### src/rtl/rc4_prga_decrypt.sv
// RC4 keystream generator and decryptor: runs the PRGA over the permuted S RAM,
// XORs the keystream with the encrypted ROM and writes plaintext, aborting on non-text bytes.
//
// state    | meaning
// IDLE     | waiting for start
// INC_I    | advance i
// RD_SI    | present S[i] address
// WAIT_SI  | S RAM read latency
// LATCH_SI | capture si, accumulate j
// RD_SJ    | present S[j] address
// WAIT_SJ  | S RAM read latency
// LATCH_SJ | capture sj
// WR_SJ    | write S[j] = si
// WR_SI    | write S[i] = sj
// RD_F     | present S[si+sj] and ROM[k] addresses
// WAIT_F   | S RAM / ROM read latency
// LATCH_F  | capture keystream and encrypted byte
// WR_OUT   | write decrypted byte
// NEXT     | abort, finish or advance k
// DONE     | finished; done high, fail reports an invalid byte
module rc4_prga_decrypt #(
    parameter int MSG_LEN = 32,
    parameter int MSG_AW  = 5
) (
    input  logic              clk,
    input  logic              reset,
    input  logic              start,
    output logic [7:0]        s_address,
    output logic [7:0]        s_data,
    output logic              s_wren,
    input  logic [7:0]        s_q,
    output logic [MSG_AW-1:0] rom_address,
    input  logic [7:0]        rom_q,
    output logic [MSG_AW-1:0] ram_address,
    output logic [7:0]        ram_data,
    output logic              ram_wren,
    output logic              busy,
    output logic              done,
    output logic              fail
);

    typedef enum logic [3:0] {
        IDLE, INC_I, RD_SI, WAIT_SI, LATCH_SI, RD_SJ, WAIT_SJ, LATCH_SJ,
        WR_SJ, WR_SI, RD_F, WAIT_F, LATCH_F, WR_OUT, NEXT, DONE
    } state_t;

    localparam logic [MSG_AW-1:0] K_LAST = MSG_AW'(MSG_LEN - 1);

    state_t            state, state_nxt;
    logic [7:0]        i, j, si, sj;
    logic [MSG_AW-1:0] k;
    logic              byte_ok;

    assign byte_ok = (ram_data == 8'h20) || ((ram_data >= 8'h61) && (ram_data <= 8'h7A));

    always_ff @(posedge clk) begin
        if (reset) state <= IDLE;
        else       state <= state_nxt;
    end

    always_comb begin
        state_nxt = state;
        case (state)
            IDLE:     if (start) state_nxt = INC_I;
            INC_I:    state_nxt = RD_SI;
            RD_SI:    state_nxt = WAIT_SI;
            WAIT_SI:  state_nxt = LATCH_SI;
            LATCH_SI: state_nxt = RD_SJ;
            RD_SJ:    state_nxt = WAIT_SJ;
            WAIT_SJ:  state_nxt = LATCH_SJ;
            LATCH_SJ: state_nxt = WR_SJ;
            WR_SJ:    state_nxt = WR_SI;
            WR_SI:    state_nxt = RD_F;
            RD_F:     state_nxt = WAIT_F;
            WAIT_F:   state_nxt = LATCH_F;
            LATCH_F:  state_nxt = WR_OUT;
            WR_OUT:   state_nxt = NEXT;
            NEXT:     state_nxt = (!byte_ok || (k == K_LAST)) ? DONE : INC_I;
            DONE:     if (start) state_nxt = INC_I;
            default:  state_nxt = IDLE;
        endcase
    end

    // Write address/data are loaded on entry to the write state so they line up with wren.
    always_ff @(posedge clk) begin
        if (reset) begin
            i           <= '0;
            j           <= '0;
            k           <= '0;
            si          <= '0;
            sj          <= '0;
            s_address   <= '0;
            s_data      <= '0;
            s_wren      <= 1'b0;
            rom_address <= '0;
            ram_address <= '0;
            ram_data    <= '0;
            ram_wren    <= 1'b0;
            busy        <= 1'b0;
            done        <= 1'b0;
            fail        <= 1'b0;
        end else begin
            s_wren   <= (state_nxt == WR_SJ) || (state_nxt == WR_SI);
            ram_wren <= (state_nxt == WR_OUT);
            done     <= (state == DONE) && !start;
            case (state)
                IDLE, DONE: begin
                    if (start) begin
                        i    <= '0;
                        j    <= '0;
                        k    <= '0;
                        fail <= 1'b0;
                        busy <= 1'b1;
                    end
                end
                INC_I:    i <= i + 8'd1;
                RD_SI:    s_address <= i;
                LATCH_SI: begin
                    si <= s_q;
                    j  <= j + s_q;
                end
                RD_SJ:    s_address <= j;
                LATCH_SJ: begin
                    sj        <= s_q;
                    s_address <= j;
                    s_data    <= si;
                end
                WR_SJ: begin
                    s_address <= i;
                    s_data    <= sj;
                end
                RD_F: begin
                    s_address   <= si + sj;
                    rom_address <= k;
                end
                LATCH_F: begin
                    ram_address <= k;
                    ram_data    <= s_q ^ rom_q;
                end
                NEXT: begin
                    if (!byte_ok) begin
                        fail <= 1'b1;
                        busy <= 1'b0;
                    end else if (k == K_LAST) begin
                        busy <= 1'b0;
                    end else begin
                        k <= k + 1'b1;
                    end
                end
                default: ;
            endcase
        end
    end

endmodule

### config.mk
export PLATFORM = sky130hd
export DESIGN_NAME = rc4_prga_decrypt
export DESIGN_NICKNAME = d
export VERILOG_FILES = /design/src/rtl/rc4_prga_decrypt.sv
export SDC_FILE = /design/constraint.sdc
export NUM_CORES = 1
export LEC_CHECK = 0
export BUFFER_PORTS_ARGS = -buffer_cell sky130_fd_sc_hd__buf_2
export CORE_MARGIN = 4
export CORE_UTILIZATION = 55
export CTS_CLUSTER_SIZE = 16
export DETAILED_ROUTE_END_ITERATION = 12
export GPL_TIMING_DRIVEN = 1
export PLACE_DENSITY = 0.74
export SLEW_MARGIN = 20
export SYNTH_ARGS = -nofsm -noshare
export SYNTH_HDL_FRONTEND = slang
export SYNTH_SLANG_ARGS = --single-unit
export TNS_END_PERCENT = 5
### constraint.sdc
create_clock -name clk -period 2.9 [get_ports clk]
set_input_delay 0.435 -clock clk [delete_from_list [all_inputs] [get_ports clk]]
set_output_delay 0.435 -clock clk [all_outputs]
set_load 0.02 [all_outputs]
==> key figures <==
Timing
  – Skew final: ~0.010 ns
  – Fmax: about 0.43 GHz
  – Fin. Hold Viols: 0
  – Setup TNS: 0 ns
  – Setup Viol. Count Final: 0
  – Worst rel slew slack: about 45%
  – Max Slew Vio Count: 0
  – Worst-margin pin slew: about 0.82 ns
  – Post-route minimum period: between 2 and 2.5 ns
  – RSZ-0062 raised after global routing: no
  – Final worst-path cycle share: 79.9%

Global routing
  – GR Util met1: 35.9%
  – First-pass GRT wire length: roughly 18000 um
  – GRT met2 Usage: between 30% and 40%
  – Vias in the first global route: between 3000 and 4000
  – Initial antenna violation count: 0
  – Total Routing Usage GR: ~25%
  – Largest net degree at the start of global routing: 46
  – Global route overflow: 0
  – Busiest grt layer: met2
  – Grt met3 use: 3.27%

Logic synthesis
  – #FFs+latches synth: 80
  – Main flop type after synthesis: dfxtp_1
  – Mapped Cells: ~510
  – Seq/Total Area, Yosys: 38.9%
  – Post-Syn Nets: around 550
  – Top cells by area, synth: dfxtp_1, nand2_1, a21oi_1
  – Yosys cell types: 55
  – Top cell type's share of synthesized area: between 30% and 40%
  – Number of synthesized flops with an enable pin: 0
  – Avg Inst Size Synth: ~8 um2
  – Post-synth ARST share: 0%
  – Synth Cell Area: between 4000 and 5000 um2
  – Area leader, netlist: dfxtp_1
  – YS warnings: 0

Setup path
  – Start of the worst register-to-register path: state[1]$_SDFF_PP0_
  – Critical path class: reg2reg
  – Critical path fanouts, max: 25
  – Worst Setup SP: state[1]$_SDFF_PP0_
  – Crit path DAT: ~2.6 ns
  – Crit path required time: ~3.2 ns
  – Setup crit end kind: flop
  – Startpoint types: flop

CTS
  – Clock transition at the registers of the reported paths: 0.08 ns
  – CTS Sinks: 80
  – CTS root buffer: clkbuf_8
  – Clk Latency, worst-skew pair: around 0.35 ns
  – CTS H-tree lvls: 3
  – Clk buf depth: 2
  – Setup Buffers After CTS: 0
  – Post-CTS Resized: 0
  – Post-CTS Hold Buffers: 0
  – Total CTS buffers: 9
  – CTS tree: yes

Outcome
  – Status: finished clean

Power and ir drop
  – Pwr dens: 497 nW/um2
  – Worst VDD drop: ~0.23 mV
  – Leakage: around 1.9 nW

Floorplan
  – Core area: about 7300 um2
  – Total Die Area: roughly 8900 um2
  – Ports: 58
  – Die Y: ~94 um
  – Initial Util: between 50% and 60%
  – Die W: ~94 um
  – Std cell rows: 31

Routing
  – Pre-antenna DRT Iters: 5
  – DR WL/cell: 16.2 um
  – WL final: ~11000 um
  – Via-to-Cell Ratio: 6.06
  – DRT iter0 DRCs: between 300 and 400
  – Via count: a little under 4000
  – Final routed DRC violation total: 0
  – Post-route ant nets: 0

Placement
  – HPWL Detailed: 7740 um
  – DP Area: 4460 um2
  – Placer Congestion: between 0.9 and 1
  – Number of port buffers: 57

Cells and area
  – Nets@finish: slightly below 600
  – Layout cells sized above 1: between 10% and 20%
  – Finished Cell Area: about 4700 um2
  – Most frequent cells in the layout: nand2_1, dfxtp_1, buf_2
  – # diodes: 0
  – Syn-to-layout area delta: 13.8%
  – Most common cell after layout, fill and taps aside: nand2_1

Job
  – Max-cap violation count: 0

Worst hold path
  – Hold Crit Start: s_q[0]
  – Worst Hold Class: in2reg
through the flow:
stage / cells / util (%) / power, mW / worst slack [ns] / hold WS (ns)
6_report: 655 / 64.5 / 2.33 / 0.584 / 0.369
5_1_grt: 655 / 64.5 / 2.41 / 0.437 / 0.373
2_1_floorplan: 507 / - / 1.35 / 0.869 / 0.453
4_1_cts: 655 / 64.5 / 2.33 / 0.615 / 0.357
3_5_place_dp: 640 / 61.5 / 1.43 / 0.625 / 0.452
3_3_place_gp: 640 / 61.5 / 1.43 / 0.749 / 0.439
synthesized netlist by cell type, types with 3 or more instances:
library cell and instances:
dfxtp_1 80, mux2i_1 6, a21oi_1 53, xnor2_1 13, nor4_1 8, nand4b_1 4
o21ai_0 20, nor2b_1 4, nor3_1 6, clkbuf_1 21, nor2_1 50, a311oi_1 11
o21bai_1 4, a211o_1 4, a211oi_1 18, a21o_1 8, a2111oi_0 3, ha_1 17
buf_2 11, nand2_1 85, xor2_1 3, nand2b_1 5, nand3_1 23, and3_1 3
nand3b_1 3
where the power goes:
group          total (mW)  internal (mW)  switching (mW)
clock network       0.918          0.527           0.391
logic               0.253         0.0910           0.162
registers            1.16           1.12          0.0356
total                2.33           1.74           0.589
routing by layer:
layer	wire length, um	share of wire (%)
met1	4840	46
met2	4620	44
met3	829	7.8
met4	318	3.0
met5	0	0
flip-flops by register name (all words and copies together) (netlist names):
register,flops
sj,8
state,4
busy,1
done,1
si,8
i,8
ram_data,8
ram_address,5
s_address,8
rom_address,5
j,8
k,5
ram_wren,1
s_wren,1
fail,1
s_data,8
worst max-delay path, stage by stage (launching register included):
cell	delay [ns]
dfxtp_1	0.83
nand4b_1	0.23
or4b_1	0.68
or3_1	0.35
a21oi_1	0.15
final timing paths:
| kind | cells after the start | slack (ns) | to |
|---|---|---|---|
| max | 4 | 0.58 | k[2]$_SDFFE_PP0P_ |
| min | 3 | 0.37 | si[0]$_SDFFE_PP0P_ |
| max reg2reg | 4 | 0.58 | k[2]$_SDFFE_PP0P_ |
| min reg2reg | 2 | 0.46 | rom_address[3]$_SDFFE_PP0P_ |
cell families (layout without fill, tap and decap cells):
| group | count (synthesis) | in the layout | synth area share, % |
|---|---|---|---|
| fa+ha+maj | 19 | 19 | 6.15 |
| compound gates | 134 | 134 | 20.6 |
| mux | 8 | 8 | 2.01 |
| buf+inv | 34 | 83 | 3.44 |
| xor+xnor | 16 | 16 | 3.41 |
| flops | 80 | 80 | 38.9 |
| simple gates | 216 | 216 | 25.5 |
cell type report:
class,instances,area (um2)
clock buffer,12,155
clock inverter,3,65.1
fill,640,2570
inverter,2,7.51
multi-input combinational,393,2370
sequential,80,1600
tap,99,124
timing repair buffer,66,353
(Power assumes the default switching activity.)
